`src/rtl/mem_bus_arbiter_if.sv`:
```
// Bus bundle for the two-requester memory arbiter: requester ports m0/m1,
// the shared slave-side request/response and the registered grant vector.
interface mem_bus_arbiter_if #(
  parameter int AW = 32
);
  logic [AW-1:0] m0_address;
  logic          m0_read;
  logic          m0_write;
  logic [31:0]   m0_writedata;
  logic [3:0]    m0_byteenable;
  logic [31:0]   m0_readdata;
  logic          m0_waitrequest;

  logic [AW-1:0] m1_address;
  logic          m1_read;
  logic          m1_write;
  logic [31:0]   m1_writedata;
  logic [3:0]    m1_byteenable;
  logic [31:0]   m1_readdata;
  logic          m1_waitrequest;

  logic [AW-1:0] s_address;
  logic          s_read;
  logic          s_write;
  logic [31:0]   s_writedata;
  logic [3:0]    s_byteenable;
  logic [31:0]   s_readdata;
  logic          s_waitrequest;

  logic [1:0]    grant;

  modport arbiter (
    input  m0_address, m0_read, m0_write, m0_writedata, m0_byteenable,
    output m0_readdata, m0_waitrequest,
    input  m1_address, m1_read, m1_write, m1_writedata, m1_byteenable,
    output m1_readdata, m1_waitrequest,
    output s_address, s_read, s_write, s_writedata, s_byteenable,
    input  s_readdata, s_waitrequest,
    output grant
  );

  // Requester side: drives both m0/m1 request groups and observes the grant.
  modport master (
    output m0_address, m0_read, m0_write, m0_writedata, m0_byteenable,
    input  m0_readdata, m0_waitrequest,
    output m1_address, m1_read, m1_write, m1_writedata, m1_byteenable,
    input  m1_readdata, m1_waitrequest,
    input  grant
  );

  modport slave (
    input  s_address, s_read, s_write, s_writedata, s_byteenable,
    output s_readdata, s_waitrequest
  );
endinterface

```
`src/rtl/mem_bus_arbiter.sv`:
```
// Two-requester memory-bus arbiter: one grant per transfer, round-robin or
// fixed priority, combinational forwarding of the owner onto the shared bus.
module mem_bus_arbiter #(
  parameter bit RR_EN = 1'b1,
  parameter int AW    = 32
) (
  input  logic               clk,
  input  logic               reset,
  mem_bus_arbiter_if.arbiter bus
);

  localparam logic [1:0] ST_IDLE   = 2'd0;
  localparam logic [1:0] ST_GRANT0 = 2'd1;
  localparam logic [1:0] ST_GRANT1 = 2'd2;

  logic [1:0]    r_state;
  logic [1:0]    w_state_next;
  logic          r_lsp;
  logic          w_lsp_next;
  logic [1:0]    r_grant;
  logic          w_req0;
  logic          w_req1;
  logic          w_sel0;
  logic          w_sel1;
  logic [AW-1:0] w_s_address;

  assign w_req0 = bus.m0_read | bus.m0_write;
  assign w_req1 = bus.m1_read | bus.m1_write;

  always_comb begin
    w_state_next = r_state;
    w_lsp_next   = r_lsp;
    case (r_state)
      ST_IDLE: begin
        // On a tie, round-robin hands the bus to whoever was not served last.
        if (w_req0 && w_req1) begin
          w_state_next = (RR_EN && !r_lsp) ? ST_GRANT1 : ST_GRANT0;
        end else if (w_req0) begin
          w_state_next = ST_GRANT0;
        end else if (w_req1) begin
          w_state_next = ST_GRANT1;
        end
      end
      ST_GRANT0: begin
        if (!w_req0) begin
          w_state_next = ST_IDLE;
        end else if (!bus.s_waitrequest) begin
          w_state_next = ST_IDLE;
          w_lsp_next   = 1'b0;
        end
      end
      ST_GRANT1: begin
        if (!w_req1) begin
          w_state_next = ST_IDLE;
        end else if (!bus.s_waitrequest) begin
          w_state_next = ST_IDLE;
          w_lsp_next   = 1'b1;
        end
      end
      default: w_state_next = ST_IDLE;
    endcase
  end

  always_ff @(posedge clk) begin
    if (reset) begin
      r_state <= ST_IDLE;
      r_lsp   <= 1'b1;
      r_grant <= 2'b00;
    end else begin
      r_state <= w_state_next;
      r_lsp   <= w_lsp_next;
      r_grant <= {w_state_next == ST_GRANT1, w_state_next == ST_GRANT0};
    end
  end

  // Reset masks the forwarding path so an in-flight transfer drops in the reset cycle.
  assign w_sel0 = (r_state == ST_GRANT0) && !reset;
  assign w_sel1 = (r_state == ST_GRANT1) && !reset;

  assign w_s_address = w_sel0 ? bus.m0_address :
                       w_sel1 ? bus.m1_address : '0;

  assign bus.s_address    = w_s_address;
  assign bus.s_write      = (w_sel0 & bus.m0_write) | (w_sel1 & bus.m1_write);
  assign bus.s_read       = (w_sel0 & bus.m0_read & ~bus.m0_write) |
                            (w_sel1 & bus.m1_read & ~bus.m1_write);
  assign bus.s_writedata  = w_sel0 ? bus.m0_writedata :
                            w_sel1 ? bus.m1_writedata : 32'h0;
  assign bus.s_byteenable = w_sel0 ? bus.m0_byteenable :
                            w_sel1 ? bus.m1_byteenable : 4'h0;

  assign bus.m0_waitrequest = w_sel0 ? bus.s_waitrequest : 1'b1;
  assign bus.m1_waitrequest = w_sel1 ? bus.s_waitrequest : 1'b1;
  assign bus.m0_readdata    = w_sel0 ? bus.s_readdata : 32'h0;
  assign bus.m1_readdata    = w_sel1 ? bus.s_readdata : 32'h0;

  assign bus.grant = r_grant;

endmodule

```
`src/flat_wrapper.sv`:
```
// flat-port wrapper written by rule: the top's interface ports become plain ports
module mem_bus_arbiter_flat 
#(
  parameter bit RR_EN = 1'b1,
  parameter int AW    = 32
)
  (clk, reset, bus_m0_address, bus_m0_read, bus_m0_write, bus_m0_writedata, bus_m0_byteenable, bus_m0_readdata, bus_m0_waitrequest, bus_m1_address, bus_m1_read, bus_m1_write, bus_m1_writedata, bus_m1_byteenable, bus_m1_readdata, bus_m1_waitrequest, bus_s_address, bus_s_read, bus_s_write, bus_s_writedata, bus_s_byteenable, bus_s_readdata, bus_s_waitrequest, bus_grant);
  mem_bus_arbiter_if #(.AW(AW)) bus_i ();
  input  logic clk;
  input  logic reset;
  input wire logic [$bits(bus_i.m0_address)-1:0] bus_m0_address;
  input wire logic [$bits(bus_i.m0_read)-1:0] bus_m0_read;
  input wire logic [$bits(bus_i.m0_write)-1:0] bus_m0_write;
  input wire logic [$bits(bus_i.m0_writedata)-1:0] bus_m0_writedata;
  input wire logic [$bits(bus_i.m0_byteenable)-1:0] bus_m0_byteenable;
  output wire logic [$bits(bus_i.m0_readdata)-1:0] bus_m0_readdata;
  output wire logic [$bits(bus_i.m0_waitrequest)-1:0] bus_m0_waitrequest;
  input wire logic [$bits(bus_i.m1_address)-1:0] bus_m1_address;
  input wire logic [$bits(bus_i.m1_read)-1:0] bus_m1_read;
  input wire logic [$bits(bus_i.m1_write)-1:0] bus_m1_write;
  input wire logic [$bits(bus_i.m1_writedata)-1:0] bus_m1_writedata;
  input wire logic [$bits(bus_i.m1_byteenable)-1:0] bus_m1_byteenable;
  output wire logic [$bits(bus_i.m1_readdata)-1:0] bus_m1_readdata;
  output wire logic [$bits(bus_i.m1_waitrequest)-1:0] bus_m1_waitrequest;
  output wire logic [$bits(bus_i.s_address)-1:0] bus_s_address;
  output wire logic [$bits(bus_i.s_read)-1:0] bus_s_read;
  output wire logic [$bits(bus_i.s_write)-1:0] bus_s_write;
  output wire logic [$bits(bus_i.s_writedata)-1:0] bus_s_writedata;
  output wire logic [$bits(bus_i.s_byteenable)-1:0] bus_s_byteenable;
  input wire logic [$bits(bus_i.s_readdata)-1:0] bus_s_readdata;
  input wire logic [$bits(bus_i.s_waitrequest)-1:0] bus_s_waitrequest;
  output wire logic [$bits(bus_i.grant)-1:0] bus_grant;
  assign bus_i.m0_address = bus_m0_address;
  assign bus_i.m0_read = bus_m0_read;
  assign bus_i.m0_write = bus_m0_write;
  assign bus_i.m0_writedata = bus_m0_writedata;
  assign bus_i.m0_byteenable = bus_m0_byteenable;
  assign bus_m0_readdata = bus_i.m0_readdata;
  assign bus_m0_waitrequest = bus_i.m0_waitrequest;
  assign bus_i.m1_address = bus_m1_address;
  assign bus_i.m1_read = bus_m1_read;
  assign bus_i.m1_write = bus_m1_write;
  assign bus_i.m1_writedata = bus_m1_writedata;
  assign bus_i.m1_byteenable = bus_m1_byteenable;
  assign bus_m1_readdata = bus_i.m1_readdata;
  assign bus_m1_waitrequest = bus_i.m1_waitrequest;
  assign bus_s_address = bus_i.s_address;
  assign bus_s_read = bus_i.s_read;
  assign bus_s_write = bus_i.s_write;
  assign bus_s_writedata = bus_i.s_writedata;
  assign bus_s_byteenable = bus_i.s_byteenable;
  assign bus_i.s_readdata = bus_s_readdata;
  assign bus_i.s_waitrequest = bus_s_waitrequest;
  assign bus_grant = bus_i.grant;
  mem_bus_arbiter #(.RR_EN(RR_EN), .AW(AW)) u_core (.clk(clk), .reset(reset), .bus(bus_i));
endmodule
```
`config.mk`:
```
export PLATFORM = sky130hd
export DESIGN_NAME = mem_bus_arbiter_flat
export DESIGN_NICKNAME = d
export VERILOG_FILES = /design/src/rtl/mem_bus_arbiter_if.sv /design/src/rtl/mem_bus_arbiter.sv /design/src/flat_wrapper.sv
export SDC_FILE = /design/constraint.sdc
export NUM_CORES = 1
export LEC_CHECK = 0
export CAP_MARGIN = 0
export CORE_AREA = 2 2 121 123
export CTS_CLUSTER_SIZE = 14
export DETAILED_ROUTE_END_ITERATION = 7
export DIE_AREA = 0 0 123 125
export PLACE_DENSITY_LB_ADDON = 0.12
export SYNTH_ARGS = -nofsm -noshare
export SYNTH_HDL_FRONTEND = slang
export SYNTH_SLANG_ARGS = --single-unit
```
`constraint.sdc`:
```
create_clock -name clk -period 1.8 [get_ports clk]
set_clock_uncertainty 0.15 [all_clocks]
set_input_delay 0.36 -clock clk [delete_from_list [all_inputs] [get_ports clk]]
set_output_delay 0.36 -clock clk [all_outputs]
set_load 0.005 [all_outputs]
```
==> results.py <==
metrics = {
    "outcome": {
        "status": "finished, violations left",
        "violations": "setup timing",
    },
    "final_layout": {
        "drive_above_1_share": 0.441,
        "antennaDiodeCount": 0,
        "synthToLayoutAreaGrowth_pct": 305,
        "mostFrequentLayoutCells": "clkdlybuf4s50_1, buf_2, a22o_1",
        "final_util": 0.389,
        "final_nets": 732,
        "fin_area_um2": 5530,
        "layout_commonest_cell": "clkdlybuf4s50_1",
    },
    "worst_hold_path": {
        "min_from": "u_core.r_lsp$_SDFFE_PP1P_",
        "hp-class": "register to register",
        "hold_end": "u_core.r_lsp$_SDFFE_PP1P_",
        "hold-path-cell-count": 1,
    },
    "global_route": {
        "grt_max_degree": 17,
        "track_usage": 0.159,
        "grt_pass1_wl_um": 18500,
        "grt_pass1_vias": 2891,
        "antenna_found_initial": 0,
        "grt-ovfl-total": 0,
    },
    "drt": {
        "first_pass_iters": 4,
        "drtIter0Drc": 67,
        "dr_wl_met2_um": 6790,
        "highest_layer": "met4",
        "wl_per_cell_um": 18.0,
        "routed_wl_um": 13300,
        "wl_met3_um": 1050,
        "wl_met1_um": 5230,
        "via_count": 2968,
        "ant_nets": 0,
        "drt-vias-per-instance": 4.01,
        "drcViolationCount": 0,
    },
    "die": {
        "die_w_um": 123,
        "start_util": 0.0961,
        "row_count": 44,
        "fp.dieH_um": 125,
        "die_area_um2": 15400,
        "ios": 313,
        "core_area_um2": 14200,
    },
    "sta": {
        "fin_crit_ns": 2.21,
        "setup_viol": 136,
        "fmax_mhz": 452,
        "finalCritPeriodShare": 1.23,
        "max_slew_margin": 0.748,
        "fin_ws_ns": -0.415,
        "grt_setup_unrepaired": "yes",
        "max_slew.worst_pin.slew_ns": 0.368,
        "finalHoldViolCount": 0,
        "finalMaxSlewViolations": 0,
    },
    "critical_path": {
        "crit_buf_inv": 6,
        "path_cells": "nor3b_4 > buf_12 > buf_12 > buf_12 > buf_12 > buf_16 > a22o_1 > buf_2",
        "crit_required_ns": 1.29,
        "crit_family": "buffers and inverters",
        "cp_slowest_cell": "dfxtp_4",
        "critPathMaxFanout": 7,
        "cp-start-kind": "register",
        "arrival_ns": 1.70,
        "slowest_delay_ns": 0.35,
        "critical_path.reg2reg.endpoint": "u_core.r_lsp$_SDFFE_PP1P_",
        "rr_worst_depth": 4,
        "crit-reg2reg-launch": "u_core.r_state[1]$_SDFF_PP0_",
        "crit_type": "register to output port",
        "path_common_cell": "buf_12",
        "reg2reg_slack_ns": 0.40,
        "worstSetupEndpointType": "output port",
    },
    "synth": {
        "synth_cells": 181,
        "yosys.area.top_type": "a22o_1",
        "syn_area_um2": 1370,
        "ys_types": 18,
        "synth-seq-cells": 5,
        "yosys-top-cells-area": "a22o_1, and2_1, dfxtp_1, buf_4, buf_2",
        "syn_avg_cell_area_um2": 7.54,
        "synth.net_count": 356,
        "ys_warn_count": 0,
        "synth.top_cell.area_share": 0.443,
        "ys_seq_area_frac": 0.0733,
    },
    "clock_tree": {
        "clock_sinks": 5,
        "clockBufferDepth": 2,
        "clk_pin_slew_ns": 0.03,
        "h-tree-depth": 1,
        "clockRootBuffer": "clkbuf_16",
        "clkLatencyLatePin_ns": 0.23,
        "cts_buffers": 3,
        "ctsHoldBuffers": 0,
        "cts_tree": "built",
    },
    "placed_design": {
        "port_buffers": 312,
        "place_congestion": 0.813,
        "place_hpwl_um": 9200,
        "placed_area_um2": 4900,
    },
    "power_and_ir_drop": {
        "peakVddDrop_mv": 0.272,
        "p_leak_nw": 2.60,
        "power.density_nw_per_um2": 298,
    },
    "job": {
        "cap_violations": 0,
    },
}
flip-flops by register name, summed over array words and instances (netlist names):
| signal | count |
|---|---|
| u_core.bus.grant | 2 |
| u_core.r_state | 2 |
| u_core.r_lsp | 1 |
worst max-delay path by stage:
stage,start,endpoint,cells past startpoint
after floorplan,reset,bus_s_address[0],4
after global placement,reset,bus_s_writedata[18],6
after detailed placement,reset,bus_s_writedata[16],6
after CTS,u_core.r_state[1]$_SDFF_PP0_,bus_s_writedata[16],8
after global routing,u_core.r_state[0]$_SDFF_PP0_,bus_s_address[15],8
final,u_core.r_state[0]$_SDFF_PP0_,bus_s_address[14],8
repair_timing:
action,in CTS,in global routing
gates resized for setup,602,23
endpoints found under the setup margin,136,137
gates cloned,15,0
pin swaps,57,36
buffers inserted,42,5
synth_stat cells:
cell	number
nand3b_1	2
buf_4	7
nor3b_2	2
a22o_1	69
and2_1	64
a211o_1	1
nor3b_1	1
clkbuf_1	6
nor2b_1	1
nor2_1	2
inv_1	2
dfxtp_1	5
nor4_1	2
a2111oi_0	2
o21bai_1	2
nand2b_1	1
nand2_1	3
buf_2	9
routing by layer:
metal,global-route usage,vias up
met2,0.292,141
met3,0.0297,15
li1,-,1440
met5,0,-
met4,0.0307,0
met1,0.191,1372
cells by family (layout without fill, tap and decap cells):
family	after synthesis	count (layout)	share of synthesized area
AOI/OAI and AO/OA	74	74	0.473
DFF	5	5	0.0733
buffers and inverters	24	399	0.0935
and+or+nand+nor	78	78	0.360
through the flow:
stage | setup TNS [ns] | power, W | hold WS [ns] | cells | setup slack [ns]
final | -38.14 | 0.00165 | 0.352 | 740 | -0.415
after global routing | -45.04 | 0.00174 | 0.400 | 740 | -0.460
after CTS | -41.49 | 0.00168 | 0.346 | 739 | -0.449
after detailed placement | -116.57 | 0.00113 | 0.338 | 678 | -0.950
after global placement | -111.86 | 0.00113 | 0.332 | 678 | -0.899
after floorplan | 0 | 0.000358 | 0.289 | 181 | 0.172
cell type report:
class,instances,area (um^2)
Clock buffer,4,78.8
Fill cell,1475,8670
Inverter,2,7.51
Multi-Input combinational cell,152,1200
Sequential cell,5,108
Tap cell,184,230
Timing Repair Buffer,393,3900
where the power goes:
group | internal, W | switching, W | total (W) | leakage [nW]
clock | 0.000294 | 0.0000775 | 0.000371 | 0.0382
combinational | 0.000799 | 0.000348 | 0.00115 | 2.52
sequential | 0.000121 | 0.00000795 | 0.000129 | 0.0426
No activity file was read; power rests on OpenSTA's default activity.
